## src/rtl/ws2812b_frame_streamer.sv

```systemverilog
// Double-buffered WS2812B pixel store: assembles G/R/B bytes into a write bank
// and streams the display bank one 24-bit LED word at a time on each frame tick.
module ws2812b_frame_streamer #(
   parameter int unsigned LEDCOUNT      = 36,
   parameter int unsigned BYTES_PER_LED = 3
) (
   input  logic        clk,
   input  logic        reset,
   input  logic        byte_valid,
   input  logic [7:0]  byte_data,
   input  logic        byte_first,
   input  logic        frame_tick,
   input  logic        bitstream_read,
   output logic        bitstream_available,
   output logic [23:0] bitstream,
   output logic        busy,
   output logic        frame_done,
   output logic        overflow
);

   localparam int unsigned FRAME_BYTES = BYTES_PER_LED * LEDCOUNT;
   localparam int unsigned IDX_W       = $clog2(FRAME_BYTES + 1);
   localparam int unsigned LED_W       = (LEDCOUNT > 1) ? $clog2(LEDCOUNT) : 1;
   localparam logic [IDX_W-1:0] FRAME_END = IDX_W'(FRAME_BYTES);
   localparam logic [LED_W-1:0] LAST_LED  = LED_W'(LEDCOUNT - 1);

   typedef enum logic [1:0] {
      ST_IDLE    = 2'd0,
      ST_FETCH   = 2'd1,
      ST_PRESENT = 2'd2
   } state_t;

   state_t state_q, state_d;

   // Pixel banks; contents are never reset, display_valid_q gates their use
   logic [23:0] bank0_mem [LEDCOUNT];
   logic [23:0] bank1_mem [LEDCOUNT];

   logic             bank_q;
   logic             display_valid_q;
   logic             frame_pending_q;
   logic             frame_pending_d;
   logic [IDX_W-1:0] byte_idx_q;
   logic [1:0]       phase_q;
   logic [LED_W-1:0] wr_led_q;
   logic [7:0]       g_q;
   logic [7:0]       r_q;
   logic [LED_W-1:0] led_idx_q;
   logic [LED_W-1:0] led_idx_d;
   logic [23:0]      bitstream_d;
   logic             available_d;
   logic             busy_d;
   logic             frame_done_d;

   logic             start_c;
   logic             swap_c;
   logic             last_led_c;
   logic             byte_start_c;
   logic             byte_store_c;
   logic             byte_drop_c;
   logic             mem_we_c;
   logic             frame_complete_c;
   logic [23:0]      rd_word_c;

   assign start_c      = (state_q == ST_IDLE) & frame_tick & (frame_pending_q | display_valid_q);
   assign swap_c       = (state_q == ST_IDLE) & frame_tick & frame_pending_q;
   assign last_led_c   = (led_idx_q == LAST_LED);
   assign byte_start_c = byte_valid & byte_first;
   assign byte_store_c = byte_valid & ~byte_first & (byte_idx_q != FRAME_END);
   assign byte_drop_c  = byte_valid & ~byte_first & (byte_idx_q == FRAME_END);
   assign mem_we_c     = byte_store_c & (phase_q == 2'd2);
   assign frame_complete_c = byte_store_c & ((byte_idx_q + IDX_W'(1)) == FRAME_END);
   assign rd_word_c    = bank_q ? bank1_mem[led_idx_q] : bank0_mem[led_idx_q];

   // Writes go to the bank opposite the display bank, so streaming is never disturbed
   always_ff @(posedge clk) begin
      if (mem_we_c) begin
         if (bank_q) begin
            bank0_mem[wr_led_q] <= {g_q, r_q, byte_data};
         end else begin
            bank1_mem[wr_led_q] <= {g_q, r_q, byte_data};
         end
      end
   end

   always_comb begin
      frame_pending_d = frame_pending_q;
      if (frame_complete_c) begin
         frame_pending_d = 1'b1;
      end
      if (swap_c || byte_start_c) begin
         frame_pending_d = 1'b0;
      end
   end

   // Byte write pointer, colour assembly and overflow tracking
   always_ff @(posedge clk or posedge reset) begin
      if (reset) begin
         byte_idx_q      <= '0;
         phase_q         <= 2'd0;
         wr_led_q        <= '0;
         g_q             <= 8'd0;
         r_q             <= 8'd0;
         overflow        <= 1'b0;
         frame_pending_q <= 1'b0;
      end else begin
         frame_pending_q <= frame_pending_d;
         if (byte_start_c) begin
            byte_idx_q <= IDX_W'(1);
            phase_q    <= 2'd1;
            wr_led_q   <= '0;
            g_q        <= byte_data;
            overflow   <= 1'b0;
         end else if (byte_drop_c) begin
            overflow <= 1'b1;
         end else if (byte_store_c) begin
            byte_idx_q <= byte_idx_q + IDX_W'(1);
            unique case (phase_q)
               2'd0: begin
                  g_q     <= byte_data;
                  phase_q <= 2'd1;
               end
               2'd1: begin
                  r_q     <= byte_data;
                  phase_q <= 2'd2;
               end
               default: begin
                  phase_q  <= 2'd0;
                  wr_led_q <= wr_led_q + LED_W'(1);
               end
            endcase
         end
      end
   end

   // Streaming FSM state register
   always_ff @(posedge clk or posedge reset) begin
      if (reset) begin
         state_q <= ST_IDLE;
      end else begin
         state_q <= state_d;
      end
   end

   // Streaming FSM next state
   always_comb begin
      state_d = state_q;
      unique case (state_q)
         ST_IDLE: begin
            if (start_c) begin
               state_d = ST_FETCH;
            end
         end
         ST_FETCH: begin
            state_d = ST_PRESENT;
         end
         ST_PRESENT: begin
            if (bitstream_read) begin
               state_d = last_led_c ? ST_IDLE : ST_FETCH;
            end
         end
         default: begin
            state_d = ST_IDLE;
         end
      endcase
   end

   // Streaming FSM outputs, computed one cycle ahead and registered below
   always_comb begin
      led_idx_d    = led_idx_q;
      bitstream_d  = bitstream;
      frame_done_d = 1'b0;
      unique case (state_q)
         ST_IDLE: begin
            if (start_c) begin
               led_idx_d = '0;
            end
         end
         ST_FETCH: begin
            bitstream_d = rd_word_c;
         end
         ST_PRESENT: begin
            if (bitstream_read) begin
               if (last_led_c) begin
                  frame_done_d = 1'b1;
               end else begin
                  led_idx_d = led_idx_q + LED_W'(1);
               end
            end
         end
         default: begin
            led_idx_d = '0;
         end
      endcase
      available_d = (state_d == ST_PRESENT);
      busy_d      = (state_d != ST_IDLE);
   end

   always_ff @(posedge clk or posedge reset) begin
      if (reset) begin
         led_idx_q           <= '0;
         bitstream           <= 24'd0;
         bitstream_available <= 1'b0;
         busy                <= 1'b0;
         frame_done          <= 1'b0;
         bank_q              <= 1'b0;
         display_valid_q     <= 1'b0;
      end else begin
         led_idx_q           <= led_idx_d;
         bitstream           <= bitstream_d;
         bitstream_available <= available_d;
         busy                <= busy_d;
         frame_done          <= frame_done_d;
         if (swap_c) begin
            bank_q          <= ~bank_q;
            display_valid_q <= 1'b1;
         end
      end
   end

endmodule
```

## config.mk

```make
export PLATFORM = sky130hd
export DESIGN_NAME = ws2812b_frame_streamer
export DESIGN_NICKNAME = d
export VERILOG_FILES = /design/src/rtl/ws2812b_frame_streamer.sv
export SDC_FILE = /design/constraint.sdc
export NUM_CORES = 2
export LEC_CHECK = 0
export CORE_ASPECT_RATIO = 1.2
export CORE_MARGIN = 2
export CORE_UTILIZATION = 35
export CTS_BUF_LIST = sky130_fd_sc_hd__clkbuf_16
export CTS_CLUSTER_DIAMETER = 40
export CTS_CLUSTER_SIZE = 12
export DETAILED_ROUTE_END_ITERATION = 8
export DONT_BUFFER_PORTS = 1
export MAX_ROUTING_LAYER = met4
export PLACE_DENSITY = 0.51
export REMOVE_ABC_BUFFERS = 1
export SLEW_MARGIN = 40
export SYNTH_ARGS = -nofsm -noshare
export SYNTH_HDL_FRONTEND = slang
export SYNTH_SLANG_ARGS = --single-unit
```

## constraint.sdc

```tcl
create_clock -name clk -period 3 [get_ports clk]
set_input_delay 0.6 -clock clk [delete_from_list [all_inputs] [get_ports clk]]
set_output_delay 0.6 -clock clk [all_outputs]
set_load 0.01 [all_outputs]
```

---- After elaboration in Yosys (flattened, before gate mapping) ----
Memories as Yosys holds them, arrays and structs flattened.
Cells that the tools add are included.
cells by class
  muxes and demuxes ....................... 37
  equality and inequality tests ........... 14
  $add $sub $neg .......................... 3
  bitwise logic cells ..................... 15
  reduce and logical (&&, ||, !) cells .... 14
operator list
  operator               count
  $mux W6                7
  $mux W8                4
  $mux W24               1
  $mux W7                3
  $pmux W6 S3            1
  $eq A7 B7 Y1 const B   2
  $mux W1                14
  $add A6 B1 Y6 const B  2
  $mux W2                5
  $reduce_bool A2 Y1     5
  $and A1 B1 Y1          9
  $ne A2 B2 Y1 const B   4
  $reduce_and A4 Y1      2
  $add A7 B1 Y7 const B  1
  $ne A7 B7 Y1 const B   1
  $eq A2 B2 Y1 const B   3
  $eq A6 B6 Y1 const B   1
  $pmux W2 S3            1
  $reduce_and A3 Y1      2
  $not A1 Y1             5
  $eq A2 B1 Y1 const B   2
  $logic_not A2 Y1       2
  $pmux W2 S2            1
  $ne A2 B1 Y1 const B   1
  other kinds (4)        4
storage, ports and cells
  output and inout port bits .............. 28
  word-level logic and storage cells ...... 100
  flip-flop bits (word level) ............. 70
  memories kept ........................... 2
  bits of input ports ..................... 14
  memory bits (writable) .................. 1728
memory list
  name       words  width  read ports  clocked after Yosys merged registers in  write ports  RTL line  text
  bank0_mem  36     24     1           0                                        1            36        logic [23:0] bank0_mem [LEDCOUNT];
  bank1_mem  36     24     1           0                                        1            37        logic [23:0] bank1_mem [LEDCOUNT];

---- Logic depth before layout (Yosys ltp) ----
  word-level depth ........................ 6
  mapped depth ............................ 11

---- Worst setup path before layout ----
OpenSTA, ideal clock, no wires.
  kind .................................... register to register
  start ................................... register byte_idx_q[0]
  end ..................................... memory bank0_mem[28][0], enable pin
  required time ........................... 2.595 ns
  path slack .............................. -0.188 ns
  cell stages (with the launch flop) ...... 10
  clock period less this slack ............ 3.188 ns
  arrival ................................. 2.783 ns
  cell sequence ........................... dfrtp_1 -> inv_1 -> ha_1 -> and4b_4 -> nand3_2 -> nand2_2 -> buf_6 -> nor4_2 -> nand4b_1 -> nor2_1
between the ends
  longest elaborated chain between the ends .. 5
RTL lines
  what                           RTL line  text
  start: declaration             43        logic [IDX_W-1:0] byte_idx_q;
  start signal: assignment       117       byte_idx_q <= byte_idx_q + IDX_W'(1);
  $ne A7 B7 Y1                   69        assign byte_store_c = byte_valid & ~byte_first & (byte_idx_q != FRAME_END);
  $and A1 B1 Y1                  69
  $and A1 B1 Y1                  71        assign mem_we_c = byte_store_c & (phase_q == 2'd2);
  $mux W1                        77        if (mem_we_c) begin
  $mux W1 (not written as such)  79        bank0_mem[wr_led_q] <= {g_q, r_q, byte_data};
  end: declaration               36
Every way passes these cells.

---- Final worst setup path ----
  start ................................... register led_idx_q[0]
  end ..................................... register bitstream[3]
between the ends
  longest elaborated chain between the ends .. 2
  elaborated cells on any way between the ends .. 3
  classes of those cells .................. 1 x mux; 2 x memory
RTL lines
  what                                       RTL line  text
  start: declaration                         48        logic [LED_W-1:0] led_idx_q;
  start signal: assignment                   209       led_idx_q <= led_idx_d;
  $mem_v2 Z36 W24, on equally long branches  n/a
  $mux W24 (*)                               73        assign rd_word_c = bank_q ? bank1_mem[led_idx_q] : bank0_mem[led_idx_q];
  end signal: assignment                     210       bitstream <= bitstream_d;
  end: declaration                           15        output logic [23:0] bitstream,
Mark *: on every way between the ends. The rest lies on a longest branch, timed or not.
A chain may end at the register's enable or synchronous reset.

==> out/qor.csv <==
stage,metric,value,unit
clocking,cts.path.max_buffers,3,
synth,synth_flop_cell,edfxtp_1,
clocking,root_buffer,clkbuf_16,
timing,maxSlewViolCount,0,
place,detailedPlacementHpwl,113000,um
clocking,clock-sinks,1798,
place,dp_cells,5957,
worst_setup_path,critPathArrivalTime,3.63,ns
timing,fin_skew,0.0363,ns
timing,relSlewSlack,45.7,%
global_routing,grt_pass1_wl,274000,um
cells_and_area,area_delta_synth_final,19.0,%
routing,dr.first_iter.drc_count,3330,
synth,netlist_area,68700,um^2
hold_path,hold_start,byte_first,
synth,ys_ff_latch,1798,
worst_setup_path,endpoint_kind,register,
synth,ys_seq_area_share,78.1,%
timing,rsz0062_at_grt,no,
routing,routed_via_density,5.44,
worst_setup_path,crit_path_max_incr_delay,0.53,ns
timing,period_needed,2.91,ns
routing,post-route-drc-count,0,
synth,ys_async_sr_fraction,3.89,%
global_routing,grt_usage,20.0,%
power,power.density,691,nW/um^2
timing,setup_violations,0,
worst_setup_path,cp-startpoint,led_idx_q[0],
worst_setup_path,rr_startpoint,led_idx_q[0],
timing,fin_ws,0.0891,ns
cells_and_area,layout.nets,3574,
global_routing,overflow,0,
power,vdd_ir_drop_max,0.000589,V
routing,firstDrtPassIters,5,
clocking,cts_tree,built,
worst_setup_path,cp_common_cell,buf_12,
synth,yosys.cell_types.count,57,
worst_setup_path,path_cells,"buf_12, buf_12, mux4_2, a22oi_1, a21oi_1, a221oi_1, buf_2, nor3_1",
worst_setup_path,cp.required,3.72,ns
worst_setup_path,crit_path_start_kind,register,
worst_setup_path,slowest_stage,mux4_2,
routing,ant_nets,0,
synth,avgSynthCellArea,21.3,um^2
cells_and_area,final_cell_count_no_fill,6300,
floorplan,row_count,178,
timing,final-hold-violation-count,0,
cells_and_area,layout-drive-gt1-share,28.8,%
floorplan,core-area,196000,um^2
synth,synthCells,3230,
clocking,cts.reportedPaths.clkPinSlew,0.06,ns
floorplan,start_util,35.1,%
global_routing,antenna_found_initial,5,
run,cap_violations,0,
global_routing,grt_pass1_vias,35200,
hold_path,hold_class,input port to register,
floorplan,pin_count,42,
clocking,clk_latency,0.83,ns
worst_setup_path,critical_path.top_delay_family,compound AO/OA/AOI/OAI gates,
routing,wl,194000,um
floorplan,die_x,408,um
routing,vias,34300,
timing,period_share,97.0,%
floorplan,die_area,200000,um^2
clocking,htreeDepth,4,
global_routing,grt_max_degree,75,
run_status,status,completed,
timing,fmaxAchievable,0.344,GHz
worst_setup_path,path_buf_inv,3,
place,port_buffers,0,
timing,tightest_slew,0.814,ns
synth,yosysWarnings,0,
power,power.leakage,25.6,nW
clocking,cts_buffers,193,
synth,synth_edf_count,1728,
floorplan,die_height,489,um
routing,wire_per_inst,30.8,um
worst_setup_path,setup.worst_path.class,register to register,
place,dp_slack,-0.167,ns
place,finalWeightedCongestion,0.788,
clocking,post_cts_buffers,0,
worst_setup_path,crit_fanout,26,
-- cells in the mapped netlist, types with 7 or more instances --
library cell / n / area share (%)
a211oi_1: 19 / 0.21
a21oi_1: 116 / 0.85
a221oi_1: 53 / 0.68
a22o_1: 8 / 0.10
a22oi_1: 67 / 0.73
buf_1: 22 / 0.12
buf_2: 43 / 0.31
buf_4: 28 / 0.31
buf_6: 11 / 0.18
clkbuf_1: 83 / 0.45
dfrtp_1: 70 / 2.6
edfxtp_1: 1728 / 76
inv_1: 11 / 0.060
mux2_2: 29 / 0.48
mux2i_1: 192 / 2.8
mux4_2: 338 / 11
nand2_1: 86 / 0.47
nand3_1: 10 / 0.073
nor2_1: 104 / 0.57
nor3_1: 14 / 0.10
o21ai_0: 13 / 0.095
o221ai_1: 87 / 1.1
o22ai_1: 9 / 0.082
o31ai_1: 9 / 0.098
xor2_1: 7 / 0.089
-- registers in the layout (all words and copies together), names as in the netlist, 2 cells and up --
name / count
bank0_mem: 864
bank1_mem: 864
bitstream: 24
byte_idx_q: 7
g_q: 8
led_idx_q: 6
phase_q: 2
r_q: 8
state_q: 2
wr_led_q: 6
-- power breakdown --
| group | switching (W) | internal, W |
|---|---|---|
| clock | 0.00970 | 0.0132 |
| combinational | 0.00245 | 0.00170 |
| sequential | 0.000770 | 0.0287 |
| total | 0.0129 | 0.0436 |
-- cell type report --
class / instances / area (um^2)
fillers: 17100 / 114000
flip-flops and latches: 1798 / 53700
multi-input cells: 1234 / 14500
clock buffers: 196 / 4900
repair buffers: 317 / 4210
well taps: 2610 / 3270
clock inverters: 128 / 1140
inverters: 11 / 42.5
diodes: 6 / 15.0
-- cells in the final DEF (no fill, tap or decap), drive strengths merged, types with 17 or more instances in the layout --
cell | netlist | final
a211oi | 19 | 19
a21oi | 116 | 116
a221oi | 53 | 53
a22oi | 67 | 67
buf | 104 | 312
clkbuf | 83 | 196
clkinv | 0 | 43
dfrtp | 70 | 70
edfxtp | 1728 | 1728
inv | 11 | 72
mux2 | 35 | 35
mux2i | 192 | 192
mux4 | 338 | 338
nand2 | 87 | 87
nor2 | 104 | 104
o21ai | 17 | 17
o221ai | 87 | 87
-- metrics by stage --
step                      util, %  area, um^2  TNS, ns  power, W  hold slack [ns]
after floorplan                 -       67700  -642.20    0.0324            0.435
after global placement       38.5       75200    -3.31    0.0339            0.430
after detailed placement     38.5       75300   -0.343    0.0340            0.436
after CTS                    41.8       81700        0    0.0571           0.0672
after global routing         41.8       81700        0    0.0582            0.139
final                        41.8       81700        0    0.0565            0.129
-- final timing paths --
kind / endpoint / slack, ns / cells past startpoint
max: bitstream[3] / 0.09 / 8
min: phase_q[0] / 0.13 / 2
max reg2reg: bitstream[3] / 0.09 / 8
min reg2reg: display_valid_q / 0.47 / 1
max in group asynchronous: bitstream[1] / 2.14 / 3
min in group asynchronous: display_valid_q / 0.19 / 2
-- kinds of logic after synthesis --
family | Yosys count | synth area share (%)
compound gates | 395 | 4.10
buf+inv | 198 | 1.43
simple gates | 257 | 1.67
xor+xnor | 12 | 0.153
fa+ha+maj | 5 | 0.0911
flops | 1798 | 78.1
mux | 565 | 14.5
-- timing repair --
action                                  in CTS  in global routing
hold buffers                                13                  0
resized for setup                            4                  5
hold endpoints to repair                   668                  0
pin swaps                                    0                  0
endpoints found under the setup margin       4                  4
-- routing by layer --
metal | GRT usage, % | vias to the layer above | share of wire, %
met4 | 4.96 | 0 | 2.1
met5 | - | - | 0
met1 | 25.9 | 18800 | 42
met2 | 32.7 | 1018 | 50
li1 | - | 14300 | -
met3 | 3.61 | 240 | 5.9
No activity file was read; power rests on OpenSTA's default activity.
==> RTL edit: new RTL, same flow settings <==
Register the inputs `byte_valid`, `byte_data`, `frame_tick` and `bitstream_read` before use, without a reset. The logic sees them one clock later.
--- a/src/rtl/ws2812b_frame_streamer.sv
+++ b/src/rtl/ws2812b_frame_streamer.sv
@@ -30,6 +30,18 @@
       ST_PRESENT = 2'd2
    } state_t;
 
+   logic byte_valid_q;
+   logic [7:0] byte_data_q;
+   logic frame_tick_q;
+   logic bitstream_read_q;
+
+   always_ff @(posedge clk) begin
+      byte_valid_q     <= byte_valid;
+      byte_data_q      <= byte_data;
+      frame_tick_q     <= frame_tick;
+      bitstream_read_q <= bitstream_read;
+   end
+
    state_t state_q, state_d;
 
    // Pixel banks; contents are never reset, display_valid_q gates their use
@@ -62,12 +74,12 @@
    logic             frame_complete_c;
    logic [23:0]      rd_word_c;
 
-   assign start_c      = (state_q == ST_IDLE) & frame_tick & (frame_pending_q | display_valid_q);
-   assign swap_c       = (state_q == ST_IDLE) & frame_tick & frame_pending_q;
+   assign start_c      = (state_q == ST_IDLE) & frame_tick_q & (frame_pending_q | display_valid_q);
+   assign swap_c       = (state_q == ST_IDLE) & frame_tick_q & frame_pending_q;
    assign last_led_c   = (led_idx_q == LAST_LED);
-   assign byte_start_c = byte_valid & byte_first;
-   assign byte_store_c = byte_valid & ~byte_first & (byte_idx_q != FRAME_END);
-   assign byte_drop_c  = byte_valid & ~byte_first & (byte_idx_q == FRAME_END);
+   assign byte_start_c = byte_valid_q & byte_first;
+   assign byte_store_c = byte_valid_q & ~byte_first & (byte_idx_q != FRAME_END);
+   assign byte_drop_c  = byte_valid_q & ~byte_first & (byte_idx_q == FRAME_END);
    assign mem_we_c     = byte_store_c & (phase_q == 2'd2);
    assign frame_complete_c = byte_store_c & ((byte_idx_q + IDX_W'(1)) == FRAME_END);
    assign rd_word_c    = bank_q ? bank1_mem[led_idx_q] : bank0_mem[led_idx_q];
@@ -76,9 +88,9 @@
    always_ff @(posedge clk) begin
       if (mem_we_c) begin
          if (bank_q) begin
-            bank0_mem[wr_led_q] <= {g_q, r_q, byte_data};
+            bank0_mem[wr_led_q] <= {g_q, r_q, byte_data_q};
          end else begin
-            bank1_mem[wr_led_q] <= {g_q, r_q, byte_data};
+            bank1_mem[wr_led_q] <= {g_q, r_q, byte_data_q};
          end
       end
    end
@@ -109,7 +121,7 @@
             byte_idx_q <= IDX_W'(1);
             phase_q    <= 2'd1;
             wr_led_q   <= '0;
-            g_q        <= byte_data;
+            g_q        <= byte_data_q;
             overflow   <= 1'b0;
          end else if (byte_drop_c) begin
             overflow <= 1'b1;
@@ -117,11 +129,11 @@
             byte_idx_q <= byte_idx_q + IDX_W'(1);
             unique case (phase_q)
                2'd0: begin
-                  g_q     <= byte_data;
+                  g_q     <= byte_data_q;
                   phase_q <= 2'd1;
                end
                2'd1: begin
-                  r_q     <= byte_data;
+                  r_q     <= byte_data_q;
                   phase_q <= 2'd2;
                end
                default: begin
@@ -155,7 +167,7 @@
             state_d = ST_PRESENT;
          end
          ST_PRESENT: begin
-            if (bitstream_read) begin
+            if (bitstream_read_q) begin
                state_d = last_led_c ? ST_IDLE : ST_FETCH;
             end
          end
@@ -180,7 +192,7 @@
             bitstream_d = rd_word_c;
          end
          ST_PRESENT: begin
-            if (bitstream_read) begin
+            if (bitstream_read_q) begin
                if (last_led_c) begin
                   frame_done_d = 1'b1;
                end else begin
Function: not settled (the Yosys comparison gave no result); the edit may change what the design does.
==> RTL edit against the unedited design <==
Design area grew 3.0%; worst hold slack gained 0.011 ns; worst setup slack lost 0.028 ns; area after synthesis grew 0.84%; non-clock buffer count grew 33; sequential cell count grew 11; maximum frequency shrank 0.94%; routed wire length grew 1.1%; largest cell class unchanged; highest routed layer unchanged.
Power is not compared: it rests on default switching activity, and its combinational part moved more than twofold at a synthesized area within 25%.
==> RTL edit: results (changes against the unedited design) <==
Route
  • Post-DRT Antenna Nets: 0 (unchanged)
  • Detailed Route Iter0 Violations: 3231 (-3.0%)
  • Post-Route WL: 196000 µm (+1.1%)
  • WL/cell: 29.9 µm (-2.7%)

Synthesis
  • Mux contribution to synthesized area: 0.143 (-0.00151)
  • Sequential share of the synthesized area: 0.778 (-0.00331)
  • Ys async rst share: 0.0387 (-0.000237)
  • Mapped Cells: 3335 (+3.3%)
  • Compound-Gate Fraction of Synth Area: 0.0447 (+0.00374)
  • Xor and xnor area share after synthesis: 0.000759 (-0.000771)
  • Post-synth top cells: 1728 x edfxtp_1, 299 x mux2i_1, 286 x mux4_2

Timing
  • Worst slew pin tran: 0.876 ns (+0.0613 ns)
  • Post-layout min period: 2.94 ns (+0.0277 ns)
  • Skew final: 0.0292 ns (-0.00703 ns)

Cells and area
  • Share of post-route cells with drive strength above 1: 0.307 (+0.0186)
  • Filler cell count: 17000 (-0.56%)

Placement
  • RePlAce Congestion: 0.816 (+3.6%)
  • DP HPWL: 116000 µm (+2.8%)
  • Pre-CTS setup slack: -0.143 ns (+0.0247 ns)

Critical path
  • CP arrival: 3.68 ns (+0.05 ns)
  • Crit Path Max Fanout: 40 (+54%)
  • Worst R2R End: bitstream[14]
  • R2R setup slack: 0.06 ns (-0.03 ns)

Global route
  • Vias in the first global route: 36000 (+2.3%)
  • Met2 Use GR: 0.329 (+0.00206)
  • Met3 usage: 0.0373 (+0.00124)
  • First-pass GRT wire length: 276000 µm (+0.76%)

Clock tree
  • Num CTS Buffers: 234 (+21%)
  • Clock Latency Late Sink: 0.86 ns (+0.03 ns)

Outcome
  • Status: complete, no violations
==> RTL edit: layer usage <==
metal  vias to the layer above  share of wire  wire length (µm)
met5                         -              0                 0
met4                         0          0.026              5080
met3                       261          0.057             11200
met2                      1020           0.51             99000
met1                     19200           0.41             80600
li1                      14800              -                 -
==> RTL edit: cell families after synthesis <==
| family | Yosys count |
|---|---|
| buf+inv | 203 |
| mux | 627 |
| xor+xnor | 6 |
| compound gates | 418 |
| simple gates | 267 |
| flops | 1809 |
| fa+ha+maj | 5 |
==> RTL edit: layout make-up <==
cell class / instances / area, µm² / share of cell area
diodes: 4 / 10.0 / 0.000119
clock buffers: 238 / 5960 / 0.0707
clock inverters: 205 / 2140 / 0.0255
inverters: 9 / 35.0 / 0.000416
multi-input cells: 1323 / 14700 / 0.175
flip-flops and latches: 1809 / 53900 / 0.640
well taps: 2610 / 3270 / 0.0388
repair buffers: 350 / 4180 / 0.0496
==> RTL edit: power by group <==
group | internal (mW) | switching (mW) | total [mW] | leakage, nW
clock network | 17.3 | 11.2 | 28.5 | 4.03
registers | 29.0 | 0.821 | 29.8 | 16.5
logic | 0.382 | 1.33 | 1.71 | 5.54
==> RTL edit: worst min-delay path by stage <==
stage | from | cells after the start | endpoint | slack [ns]
global route | byte_first | 3 | byte_idx_q[3] | 0.13
global placement | display_valid_q | 1 | display_valid_q | 0.46
floorplan | display_valid_q | 1 | display_valid_q | 0.43
CTS | byte_first | 3 | byte_idx_q[3] | 0.07
finish | byte_first | 3 | byte_idx_q[3] | 0.14
detailed placement | display_valid_q | 1 | display_valid_q | 0.45
==> RTL edit: metrics by stage <==
stage	setup TNS (ns)	power, mW
2_1_floorplan	-1269.93	30.5
3_3_place_gp	-2.58	31.9
3_5_place_dp	-0.509	32.0
4_1_cts	0	60.5
5_1_grt	-0.00474	61.7
6_report	0	60.0
==> RTL edit: what timing repair did <==
action	in CTS	in global routing
setup endpoints to repair	9	12
hold buffers	13	0
endpoints found under the hold margin	39	0
buffers inserted	0	2
cloned	0	1
pin swaps	0	0
gates resized for setup	12	17
==> RTL edit: tightest hold or removal path, delay by kind of cell <==
kind	cells	cell delay, ns
and+or+nand+nor	3	0.34
